$ cat src/rtl/sha256_msg_sched.sv
// SHA-256 message-schedule sequencer: loads a 16-word block, then streams W[0..ROUNDS-1]
// using a 16-word sliding window over a valid/ready handshake.
module sha256_msg_sched #(
  parameter int unsigned ROUNDS = 64
) (
  input  logic        clk,
  input  logic        rst,
  input  logic        start,
  input  logic        abort,
  input  logic        in_valid,
  output logic        in_ready,
  input  logic [31:0] in_word,
  output logic        w_valid,
  input  logic        w_ready,
  output logic [31:0] w_word,
  output logic [5:0]  w_idx,
  output logic        busy,
  output logic        done
);

  localparam logic [1:0] StIdle = 2'd0;
  localparam logic [1:0] StLoad = 2'd1;
  localparam logic [1:0] StEmit = 2'd2;
  localparam logic [1:0] StDone = 2'd3;

  localparam logic [5:0] LastT = 6'(ROUNDS - 1);

  logic [1:0]  state_q, state_d;
  logic [3:0]  cnt_q, cnt_d;
  logic [5:0]  t_q, t_d;
  logic [31:0] win_q [16];
  logic [31:0] win_d [16];
  logic [31:0] new_word;

  function automatic logic [31:0] sigma0(input logic [31:0] x);
    return {x[6:0], x[31:7]} ^ {x[17:0], x[31:18]} ^ {3'b000, x[31:3]};
  endfunction

  function automatic logic [31:0] sigma1(input logic [31:0] x);
    return {x[16:0], x[31:17]} ^ {x[18:0], x[31:19]} ^ {10'b0, x[31:10]};
  endfunction

  // Window slot k holds W[t+k]; the taps below are W[t+14], W[t+9], W[t+1], W[t].
  assign new_word = sigma1(win_q[14]) + win_q[9] + sigma0(win_q[1]) + win_q[0];

  always_comb begin
    state_d = state_q;
    cnt_d   = cnt_q;
    t_d     = t_q;
    for (int i = 0; i < 16; i++) begin
      win_d[i] = win_q[i];
    end

    unique case (state_q)
      StIdle: begin
        if (start) begin
          state_d = StLoad;
          cnt_d   = 4'd0;
        end
      end
      StLoad: begin
        if (in_valid) begin
          win_d[cnt_q] = in_word;
          cnt_d        = cnt_q + 4'd1;
          if (cnt_q == 4'd15) begin
            state_d = StEmit;
            t_d     = 6'd0;
          end
        end
      end
      StEmit: begin
        if (w_ready) begin
          for (int i = 0; i < 15; i++) begin
            win_d[i] = win_q[i + 1];
          end
          win_d[15] = new_word;
          t_d       = t_q + 6'd1;
          if (t_q == LastT) begin
            state_d = StDone;
            t_d     = 6'd0;
          end
        end
      end
      StDone: begin
        state_d = StIdle;
      end
      default: begin
        state_d = StIdle;
      end
    endcase

    // Abort overrides everything; window contents are left as-is.
    if (abort) begin
      state_d = StIdle;
      cnt_d   = 4'd0;
      t_d     = 6'd0;
    end
  end

  always_ff @(posedge clk or posedge rst) begin
    if (rst) begin
      state_q <= StIdle;
      cnt_q   <= 4'd0;
      t_q     <= 6'd0;
      for (int i = 0; i < 16; i++) begin
        win_q[i] <= 32'd0;
      end
    end else begin
      state_q <= state_d;
      cnt_q   <= cnt_d;
      t_q     <= t_d;
      for (int i = 0; i < 16; i++) begin
        win_q[i] <= win_d[i];
      end
    end
  end

  assign in_ready = (state_q == StLoad);
  assign w_valid  = (state_q == StEmit);
  assign w_word   = win_q[0];
  assign w_idx    = t_q;
  assign busy     = (state_q == StLoad) || (state_q == StEmit);
  assign done     = (state_q == StDone);

endmodule

$ cat config.mk
export PLATFORM = sky130hd
export DESIGN_NAME = sha256_msg_sched
export DESIGN_NICKNAME = d
export VERILOG_FILES = /design/src/rtl/sha256_msg_sched.sv
export SDC_FILE = /design/constraint.sdc
export NUM_CORES = 2
export LEC_CHECK = 0
export ABC_CLOCK_PERIOD_IN_PS = 20200
export CORE_AREA = 2 2 230 232
export DETAILED_ROUTE_END_ITERATION = 6
export DIE_AREA = 0 0 232 234
export PLACE_DENSITY = 0.72
export SYNTH_ARGS = -nofsm -noshare
export SYNTH_HDL_FRONTEND = slang
export SYNTH_SLANG_ARGS = --single-unit
$ cat constraint.sdc
create_clock -name clk -period 20.2 [get_ports clk]
set_input_delay 4.04 -clock clk [delete_from_list [all_inputs] [get_ports clk]]
set_output_delay 4.04 -clock clk [all_outputs]
set_load 0.02 [all_outputs]
==> impl_metrics.toml <==
[critical_path]
cp_top_family = "buffers and inverters"
cpMostUsedCell = "buf_4"
endpoint_required_time_on_the_critical_path_ns = 20.74
rrSetupSlack_ns = 15.31
timing.critical_path.from = "in_valid"
timing.rr.start = "state_q[0]"
worstReg2RegEnd = "win_q[71]"
setup.worst_path.start_class = "primary input"
number_of_cell_instances_on_the_worst_register_to_register_path = 9
critPathBufInv = 3
cell_by_cell_listing_of_the_critical_path = "clkdlybuf4s50_1 -> nand2b_1 -> nand2_8 -> nor2_4 -> buf_4 -> buf_4 -> a22oi_1 -> o21ai_0"
crit_path_max_fanout = 87
crit_path_end_kind = "flip-flop"
crit_type = "primary input to flip-flop"
crit_slowest_cell = "buf_4"
max_stage_delay_ns = 0.86
cp_arrival_ns = 8.12

[floorplan]
row_count = 84
die_height_um = 234
floorplan.die.width_um = 232
start_util_pct = 54.1
design.die.area_um2 = 54300
i_o_pins = 80
floorplan.core_area_um2 = 52000

[route]
drt_wl_total_um = 87600
drt_iter0_drc = 2639
detail_route.drc_violations = 0
drt_first_pass_iters = 6
total_number_of_vias = 23500
avgRoutedWirePerCell_um = 24.3
detail-route-antenna-nets = 0
route.detailed.vias_per_inst = 6.51

[sta]
finalCriticalPeriod_ns = 7.57
rsz_0062_raised_after_global_routing = "no"
tightest_slew_ns = 1.19
slew-limit-headroom_pct = 20.8
maxSlewViolCount = 0
final.period_utilization_pct = 37.5
timing.setup.tns_ns = 0
timing.clock.skew_ns = 0.0220
number_of_endpoints_with_negative_hold_slack_in_the_final_report = 0
setup_viol = 0
clock.fmax_mhz = 132

[placed_design]
gpl.final_weighted_congestion = 0.982
io_buffers = 79
dp_cells = 3502
dpl.hpwl_um = 58100

[clocking]
tritoncts = "built"
cts_buffers = 56
cts_setup_buffers = 0
cts.clk_slew.worst_paths_ns = 0.06
cts_max_path_buffers = 3
clock_insertion_delay_worst_skew_ns = 0.63
htree_levels = 2
postCtsHoldBufs = 0
post_cts_resize_count = 0
cts_num_sinks = 524
cts_root_buf = "clkbuf_16"

[yosys]
mappedNetlistArea_um2 = 28100
syn_nets = 3176
synth_cell_type_count = 67
synth-async-reset-ratio_pct = 100
cell_types_with_the_highest_counts_after_synthesis = "524 x dfrtp_1, 487 x o21ai_0, 398 x a22oi_1"
mean_post_synth_cell_area_um2 = 9.27
ys_seq_elements = 524
synth.yosys.seq_area_share_pct = 46.6
synth_top_flop_cell = "dfrtp_1"
syn-instance-count = 3036
post-synth-top-area-cell = "dfrtp_1"
largest_cells_by_area_after_synthesis = "dfrtp_1 47%, a22oi_1 11%, o21ai_0 8.7%, a21oi_1 5.5%, nand2_1 4.4%"
number_of_enable_type_register_cells_in_the_synthesized_netlist = 0
post-synth-top-count-cell = "dfrtp_1"
synth_top_area_share_pct = 46.6
synth.yosys.warnings = 0

[hold_path]
timing.hold.worst_endpoint = "win_q[379]"
timing.hold.worst_path_depth = 2
min_path_type = "flip-flop to flip-flop"
hold_path_startpoint = "win_q[379]"

[global_route]
number_of_global_route_vias_before_repair = 22900
antenna_found_initial = 6
gr-total-overflow = 0
gr-usage-all-layers_pct = 32.6
grt_max_degree = 188
grt_first_pass_wirelength_um = 137000

[layout]
syn2layout_area_growth_pct = 8.81
finalCoreUtilization_pct = 58.9
drive_gt1_share_pct = 5.52
nFillCells = 4420
count_of_nets_after_finishing = 3012
layoutNonFillerInstCount = 3611

[outcome]
run_status = "finished clean"

[job]
max_cap_viol_count = 0
## layer usage
metal	part of all wire (%)	vias up	track usage [%]
met5	0	-	0
met4	4.8	0	15.2
met3	8.4	241	6.60
met2	46	1175	51.3
met1	41	11700	43.8
li1	-	10400	-
## worst reg2reg max path: cells and delay by family (launching register included)
family | cells | cell delay (ns)
adders and majority gates | 1 | 0.69
buffers and inverters | 3 | 1.79
AOI/OAI and AO/OA | 3 | 0.79
DFF | 1 | 0.41
and+or+nand+nor | 2 | 1.15
## layout by cell type, fill, tap and decap left out, drive strengths merged, types with 11 or more instances in the layout
master | netlist | routed
fa | 62 | 62
nand2 | 333 | 333
a21oi | 313 | 313
clkbuf | 240 | 79
inv | 127 | 129
nor2 | 39 | 39
nor2b | 40 | 40
a22oi | 398 | 398
and3 | 11 | 11
o21ai | 496 | 496
clkinv | 0 | 12
clkdlybuf4s50 | 0 | 79
a211oi | 32 | 32
nand3 | 16 | 16
dfrtp | 524 | 524
xnor2 | 90 | 90
buf | 97 | 36
o22ai | 19 | 19
xor2 | 56 | 56
ha | 40 | 40
a21o | 14 | 14
## cell type report
cell class	count	area [µm²]	share of cell area [%]
Antenna cell	5	12.5	0.0409
Clock buffer	79	1560	5.09
Clock inverter	25	344	1.12
Inverter	127	484	1.58
Multi-Input combinational cell	2048	13200	43.0
Sequential cell	524	13100	42.8
Tap cell	688	861	2.81
Timing Repair Buffer	115	1090	3.55
## metrics by stage
stage	instance area (µm²)	hold slack [ns]	setup slack [ns]
6_report	30600	0.479	12.63
3_5_place_dp	28700	0.468	12.05
5_1_grt	30600	0.499	12.37
3_3_place_gp	28700	0.461	12.23
2_1_floorplan	28100	0.450	1.52
4_1_cts	30600	0.482	12.68
## how the worst max path moves through the flow
stage                            end  cells after the start
after floorplan             cnt_q[0]                      1
after global placement     win_q[42]                      9
after detailed placement  win_q[104]                      8
after CTS                 win_q[104]                      8
after global routing      win_q[104]                      8
final                      win_q[71]                      8
## logic make-up (layout without fill, tap and decap cells)
| logic type | count (synthesis) | in the layout | share of synthesized area (%) |
|---|---|---|---|
| XOR/XNOR | 146 | 146 | 4.54 |
| buffers and inverters | 464 | 346 | 6.99 |
| other | 0 | 5 | 0 |
| flip-flops | 524 | 524 | 46.6 |
| AND/OR/NAND/NOR | 473 | 473 | 7.19 |
| AO/OA/AOI/OAI | 1322 | 1322 | 28.3 |
| adder cells (fa/ha/maj) | 102 | 102 | 6.19 |
| multiplexers | 5 | 5 | 0.178 |
## sequential cells by signal, summed over array words and instances (netlist names)
signal	flops
win_q	480
w_word	32
w_idx	6
cnt_q	4
state_q	2
Power is left out: the tool's default activity adds up to more than one toggle a clock period on the data nets, which glitch-free logic cannot reach.
